File: config.mk
export PLATFORM = sky130hd
export DESIGN_NAME = uart_rx_framer_flat
export DESIGN_NICKNAME = d
export VERILOG_FILES = /design/src/rtl/uart_rx_framer_if.sv /design/src/rtl/uart_rx_framer.sv /design/src/flat_wrapper.sv
export SDC_FILE = /design/constraint.sdc
export NUM_CORES = 1
export LEC_CHECK = 0
export BUFFER_PORTS_ARGS = -buffer_cell sky130_fd_sc_hd__buf_2
export CORE_MARGIN = 3
export CORE_UTILIZATION = 58
export CTS_CLUSTER_DIAMETER = 50
export DETAILED_ROUTE_END_ITERATION = 12
export PLACE_DENSITY = 0.86
export SYNTH_ARGS = -nofsm -noshare
export SYNTH_HDL_FRONTEND = slang
export SYNTH_SLANG_ARGS = --single-unit
File: constraint.sdc
create_clock -name clk -period 2.2 [get_ports clk]
set_clock_uncertainty 0.1 [all_clocks]
set_input_delay 0.22 -clock clk [delete_from_list [all_inputs] [get_ports clk]]
set_output_delay 0.22 -clock clk [all_outputs]
set_load 0.005 [all_outputs]
File: src/rtl/uart_rx_framer_if.sv
// Receive-side byte handshake and frame status between the UART framer and its consumer.
interface uart_rx_framer_if;
    logic [7:0] data_out;
    logic       data_valid;
    logic       data_ready;
    logic       frame_err;
    logic       parity_err;
    logic       overrun;

    modport master (
        output data_out, data_valid, frame_err, parity_err, overrun,
        input  data_ready
    );

    modport slave (
        input  data_out, data_valid, frame_err, parity_err, overrun,
        output data_ready
    );
endinterface

File: src/rtl/uart_rx_framer.sv
// UART receiver: synchronizes the serial line, frames 8N1 / 8[EO]1 characters and
// hands good bytes to a single-entry holding register with valid/ready.
module uart_rx_framer #(
    parameter int CLKS_PER_BIT = 2000,
    parameter bit PARITY_EN    = 1'b0,
    parameter bit PARITY_ODD   = 1'b0
) (
    input  logic clk,
    input  logic rst_n,
    input  logic uart_rx,
    uart_rx_framer_if.master rx_if
);

    localparam int CNT_W = (CLKS_PER_BIT > 1) ? $clog2(CLKS_PER_BIT) : 1;
    localparam logic [CNT_W-1:0] MID_CNT = CNT_W'(CLKS_PER_BIT / 2 - 1);
    localparam logic [CNT_W-1:0] END_CNT = CNT_W'(CLKS_PER_BIT - 1);

    typedef enum logic [2:0] {IDLE, START, DATA, PARITY, STOP} state_t;

    state_t           state, state_nxt;
    logic             rx_sync_p0, rx_s, rx_prev;
    logic [1:0]       sync_flush;
    logic             line_armed;
    logic [CNT_W-1:0] cnt;
    logic [2:0]       idx;
    logic [7:0]       shift;
    logic             par_fault;
    logic             cnt_clr, shift_en, par_en, stop_en;
    logic             start_det, bit_tick, good_byte;
    logic [7:0]       data_q;
    logic             valid_q, frame_err_q, parity_err_q, overrun_q;

    // Synchronizer; the line only arms once a real high level has come through it,
    // so the reset value of the flops cannot fake a falling edge.
    always_ff @(posedge clk or negedge rst_n) begin
        if (!rst_n) begin
            rx_sync_p0 <= 1'b1;
            rx_s       <= 1'b1;
            rx_prev    <= 1'b1;
            sync_flush <= 2'b00;
            line_armed <= 1'b0;
        end else begin
            rx_sync_p0 <= uart_rx;
            rx_s       <= rx_sync_p0;
            rx_prev    <= rx_s;
            sync_flush <= {sync_flush[0], 1'b1};
            if (sync_flush[1] && rx_s)
                line_armed <= 1'b1;
        end
    end

    assign start_det = line_armed && rx_prev && !rx_s;
    assign bit_tick  = (cnt == END_CNT);
    assign good_byte = stop_en && rx_s && !par_fault;

    always_ff @(posedge clk or negedge rst_n) begin
        if (!rst_n)
            state <= IDLE;
        else
            state <= state_nxt;
    end

    always_comb begin
        state_nxt = state;
        cnt_clr   = 1'b0;
        shift_en  = 1'b0;
        par_en    = 1'b0;
        stop_en   = 1'b0;
        case (state)
            IDLE: begin
                if (start_det) begin
                    state_nxt = START;
                    cnt_clr   = 1'b1;
                end
            end
            START: begin
                if (cnt == MID_CNT) begin
                    cnt_clr   = 1'b1;
                    state_nxt = rx_s ? IDLE : DATA;
                end
            end
            DATA: begin
                if (bit_tick) begin
                    shift_en = 1'b1;
                    if (idx == 3'd7)
                        state_nxt = PARITY_EN ? PARITY : STOP;
                end
            end
            PARITY: begin
                if (bit_tick) begin
                    par_en    = 1'b1;
                    state_nxt = STOP;
                end
            end
            STOP: begin
                if (bit_tick) begin
                    stop_en   = 1'b1;
                    state_nxt = IDLE;
                end
            end
            default: state_nxt = IDLE;
        endcase
    end

    // After the mid-start re-centre, every counter wrap lands on a bit centre.
    always_ff @(posedge clk or negedge rst_n) begin
        if (!rst_n) begin
            cnt       <= '0;
            idx       <= 3'd0;
            shift     <= 8'h00;
            par_fault <= 1'b0;
        end else begin
            if (cnt_clr || bit_tick || state == IDLE)
                cnt <= '0;
            else
                cnt <= cnt + CNT_W'(1);
            if (cnt_clr)
                idx <= 3'd0;
            else if (shift_en)
                idx <= idx + 3'd1;
            if (shift_en)
                shift <= {rx_s, shift[7:1]};
            if (state == IDLE)
                par_fault <= 1'b0;
            else if (par_en)
                par_fault <= (rx_s != ((^shift) ^ PARITY_ODD));
        end
    end

    always_ff @(posedge clk or negedge rst_n) begin
        if (!rst_n) begin
            data_q       <= 8'h00;
            valid_q      <= 1'b0;
            frame_err_q  <= 1'b0;
            parity_err_q <= 1'b0;
            overrun_q    <= 1'b0;
        end else begin
            frame_err_q  <= stop_en && !rx_s;
            parity_err_q <= stop_en && rx_s && par_fault;
            overrun_q    <= 1'b0;
            if (good_byte) begin
                if (!valid_q || rx_if.data_ready) begin
                    data_q  <= shift;
                    valid_q <= 1'b1;
                end else begin
                    overrun_q <= 1'b1;
                end
            end else if (valid_q && rx_if.data_ready) begin
                valid_q <= 1'b0;
            end
        end
    end

    assign rx_if.data_out   = data_q;
    assign rx_if.data_valid = valid_q;
    assign rx_if.frame_err  = frame_err_q;
    assign rx_if.parity_err = parity_err_q;
    assign rx_if.overrun    = overrun_q;

endmodule

File: src/flat_wrapper.sv
// flat-port wrapper written by rule: the top's interface ports become plain ports
module uart_rx_framer_flat 
#(
    parameter int CLKS_PER_BIT = 2000,
    parameter bit PARITY_EN    = 1'b0,
    parameter bit PARITY_ODD   = 1'b0
)
  (clk, rst_n, uart_rx, rx_if_data_out, rx_if_data_valid, rx_if_frame_err, rx_if_parity_err, rx_if_overrun, rx_if_data_ready);
  uart_rx_framer_if rx_if_i ();
  input  logic clk;
  input  logic rst_n;
  input  logic uart_rx;
  output wire logic [$bits(rx_if_i.data_out)-1:0] rx_if_data_out;
  output wire logic [$bits(rx_if_i.data_valid)-1:0] rx_if_data_valid;
  output wire logic [$bits(rx_if_i.frame_err)-1:0] rx_if_frame_err;
  output wire logic [$bits(rx_if_i.parity_err)-1:0] rx_if_parity_err;
  output wire logic [$bits(rx_if_i.overrun)-1:0] rx_if_overrun;
  input wire logic [$bits(rx_if_i.data_ready)-1:0] rx_if_data_ready;
  assign rx_if_data_out = rx_if_i.data_out;
  assign rx_if_data_valid = rx_if_i.data_valid;
  assign rx_if_frame_err = rx_if_i.frame_err;
  assign rx_if_parity_err = rx_if_i.parity_err;
  assign rx_if_overrun = rx_if_i.overrun;
  assign rx_if_i.data_ready = rx_if_data_ready;
  uart_rx_framer #(.CLKS_PER_BIT(CLKS_PER_BIT), .PARITY_EN(PARITY_EN), .PARITY_ODD(PARITY_ODD)) u_core (.clk(clk), .rst_n(rst_n), .uart_rx(uart_rx), .rx_if(rx_if_i));
endmodule
==> flow_metrics.py <==
metrics = {
    "global_routing": {
        "total_grt_overflow": 0,
        "grt_max_degree": 45,
        "vias_in_the_first_global_route": 1326,
        "antenna_found_initial": 0,
        "globalRouteTotalUtil_pct": 18.8,
        "grt_pass1_wl_mm": 6.09,
    },
    "pwr": {
        "sequentialPowerShare_pct": 57.6,
        "maximum_ir_drop_on_the_vdd_rail_v": 0.000469,
        "p_switching_uw": 439,
        "power-per-cell-area_nw_per_um2": 726,
        "p_clk_share_pct": 30.0,
        "share_comb_of_total_power_pct": 12.5,
        "cellInternalPower_mw": 1.18,
        "cellLeakagePower_nw": 1.09,
        "switching_share_pct": 27.1,
        "fin_total_pwr_mw": 1.62,
    },
    "clocking": {
        "htreeDepth": 2,
        "cts_made_buffers": 5,
        "clkLatencyLatePin_ns": 0.35,
        "clk_path_buf_depth": 2,
        "clk_root_buffer_cell": "sky130_fd_sc_hd__clkbuf_4",
        "cts.sink_count": 44,
        "clkSlewWorstSetupHoldPaths_ns": 0.12,
        "cts_tree": "built",
    },
    "sta": {
        "timing.final.hold_violations": 0,
        "setup-tns-final_ns": 0,
        "max_freq_ghz": 0.493,
        "rsz0062_at_grt": "false",
        "timing.final.setup_violations": 0,
        "worstMarginPinSlew_ns": 0.924,
        "post-route-period-util_pct": 92.2,
        "maxSlewViolCount": 0,
        "fin_crit_ns": 2.03,
        "relSlewSlack_pct": 38.4,
        "setup_slack_ns": 0.171,
    },
    "finish": {
        "most-common-layout-cells": "sky130_fd_sc_hd__dfrtp_1, sky130_fd_sc_hd__nor2_1, sky130_fd_sc_hd__mux2_2",
        "final_cell_count_without_fillers": 229,
        "nets": 191,
        "insertedDiodeCount": 0,
        "finish.utilization_pct": 69.7,
        "area_growth_pct": 10.0,
        "multi_input_comb_area_sq_um": 870,
        "layout-drive-gt1-share_pct": 29.7,
        "area.sequential_sq_um": 1100,
        "layout_commonest_cell": "sky130_fd_sc_hd__dfrtp_1",
        "final.fill_count": 237,
    },
    "run_status": {
        "run_status": "completed",
    },
    "die": {
        "floorplan.io_pins": 16,
        "die_height_um": 65.2,
        "start_util_pct": 63.4,
        "die_width_um": 65.2,
        "design.core.area_sq_um": 3200,
        "dieArea_sq_um": 4240,
        "core.rowCount": 20,
    },
    "setup_path": {
        "worst-setup-path-type": "reg2reg",
        "timing.rr.start": "u_core.state[2]",
        "end_kind": "flip-flop",
        "startpoint_types": "flip-flop",
        "worst-path-max-fanout": 8,
        "worstPathCellList": "nor4bb_1 > nand4_1 > nor2_4 > mux2_2",
        "crit_arrival_ns": 2.16,
        "crit_path_top_delay_cell": "sky130_fd_sc_hd__dfrtp_1",
        "worst_ep_required_time_ns": 2.34,
        "critPathMaxStageDelay_ns": 0.47,
        "critical_path.startpoint": "u_core.state[2]",
    },
    "placed_design": {
        "dp.cells": 219,
        "dp_hpwl_mm": 2.51,
        "port_buffers": 15,
        "globalplace.congestion": 0.866,
        "pre_cts_ws_ns": 0.160,
    },
    "synth": {
        "synthesis.area_per_instance_sq_um": 12.4,
        "main_combinational_cell_family_by_area_after_synthesis": "simple AND/OR/NAND/NOR gates",
        "synth_xor_xnor_area_share_pct": 7.58,
        "synthesis.nets": 171,
        "synth_fa_ha_area_share_pct": 1.85,
        "netlist_instances": 164,
        "syn_area_sq_um": 2030,
        "post_synth_mux_area_share_pct": 8.88,
        "synth_warnings": 0,
        "synth_cell_types": 47,
        "share_of_synthesized_area_occupied_by_flip_flops_and_latches_pct": 54.4,
        "synth-seq-cells": 44,
        "synth-compound-area-share_pct": 6.41,
        "synth_simple_gate_area_share_pct": 17.7,
    },
    "drt": {
        "routedWlPerCell_um": 15.5,
        "via_per_inst": 5.83,
        "drtIter0Drc": 181,
        "route.vias.total": 1334,
        "drcViolationCount": 0,
        "wl_mm": 3.55,
        "ant_nets": 0,
        "detail_route.first_pass.iterations": 4,
    },
    "min_path": {
        "hp-class": "in2reg",
        "hold_startpoint": "rx_if_data_ready",
    },
    "flow_run": {
        "maxCapViolations": 0,
    },
}
==> worst max-delay path, delay by kind of cell, from the launching register on <==
family	cells	cell delay, ns
flip-flops	1	0.47
multiplexers	1	0.37
AND/OR/NAND/NOR	3	0.97
==> metrics by stage <==
stage          area [sq um]  hold WS [ns]
6_report               2230        0.0587
4_1_cts                2230        0.0510
5_1_grt                2230        0.0591
2_1_floorplan          2030        -0.176
3_3_place_gp           2130         0.225
3_5_place_dp           2130         0.228
==> path summary, 6_finish.rpt <==
path / end / slack, ns / depth (start not counted)
min in group asynchronous: u_core.state[0] / 0.43 / 2
min: u_core.rx_if.overrun / 0.06 / 3
max reg2reg: u_core.shift[0] / 0.17 / 4
max: u_core.shift[0] / 0.17 / 4
min reg2reg: u_core.sync_flush[1] / 0.26 / 0
max in group asynchronous: u_core.shift[0] / 0.99 / 2
==> sequential cells by signal, summed over array words and instances, names as in the netlist <==
register                 flops
u_core.cnt                  11
u_core.rx_if.data_out        8
u_core.shift                 8
u_core.idx                   3
u_core.state                 3
u_core.sync_flush            2
u_core.line_armed            1
u_core.par_fault             1
u_core.rx_if.data_valid      1
u_core.rx_if.frame_err       1
u_core.rx_if.overrun         1
u_core.rx_if.parity_err      1
u_core.rx_prev               1
u_core.rx_s                  1
u_core.rx_sync_p0            1
==> power groups by stage <==
stage | Sequential, mW | Combinational [mW] | Clock, mW
after floorplan | 0.911 | 0.183 | 0
after global placement | 0.941 | 0.184 | 0
after detailed placement | 0.947 | 0.197 | 0
after CTS | 0.932 | 0.201 | 0.495
after global routing | 0.945 | 0.226 | 0.527
final | 0.933 | 0.202 | 0.486
==> repair_timing <==
action | 4_1_cts | 5_1_grt
hold buffers | 2 | 0
resized for setup | 0 | 1
setup buffers | 0 | 0
setup endpoints to repair | 0 | 7
hold endpoints to repair | 42 | 0
==> cell families after synthesis <==
group,Yosys count
AO/OA/AOI/OAI,18
XOR/XNOR,16
adder cells (fa/ha/maj),3
buffers and inverters,10
flip-flops,44
multiplexers,16
other,1
AND/OR/NAND/NOR,56
==> final cells by class <==
cell class | instances | area share, %
inverters | 3 | 0.504
repair buffers | 20 | 5.27
clock buffers | 7 | 2.02
multi-input cells | 110 | 38.9
flip-flops and latches | 44 | 49.5
clock inverters | 1 | 1.34
well taps | 44 | 2.46
==> synth_stat cells, drive strengths merged <==
library cell  number  area share, %
and3               4            1.4
nand2              5           0.92
and4               3            1.4
a21o               3            1.2
nand4              4            1.5
nand3b             1           0.37
nand4b             2           0.86
ha                 3            1.8
o41ai              1           0.43
a32o               2           0.99
buf                5            1.5
a21bo              1           0.49
nor3               3           0.74
nor2b              1           0.31
nand3              6            2.1
clkbuf             2           0.86
xnor3              1            1.1
mux2              16            8.9
dfstp              3            3.9
a22oi              3            1.1
or3                1           0.31
or3b               1           0.43
nor2              17            3.3
or2b               2           0.99
o21bai             1           0.37
inv                3           0.55
nor4               3            1.7
nor3b              2           0.99
xor2               5            2.2
conb               1           0.18
o21ai              5            1.2
dfrtp             41             51
xnor2             10            4.3
o211ai             1           0.37
nor4bb             1           0.49
a21oi              1           0.25
==> layer usage <==
layer	global-route usage (%)	up-vias	share of wire (%)
li1	-	615	-
met1	24.8	674	43
met2	29.9	36	50
met3	4.62	9	4.3
met4	8.03	0	2.1
met5	0	-	0
(Power assumes the default switching activity.)
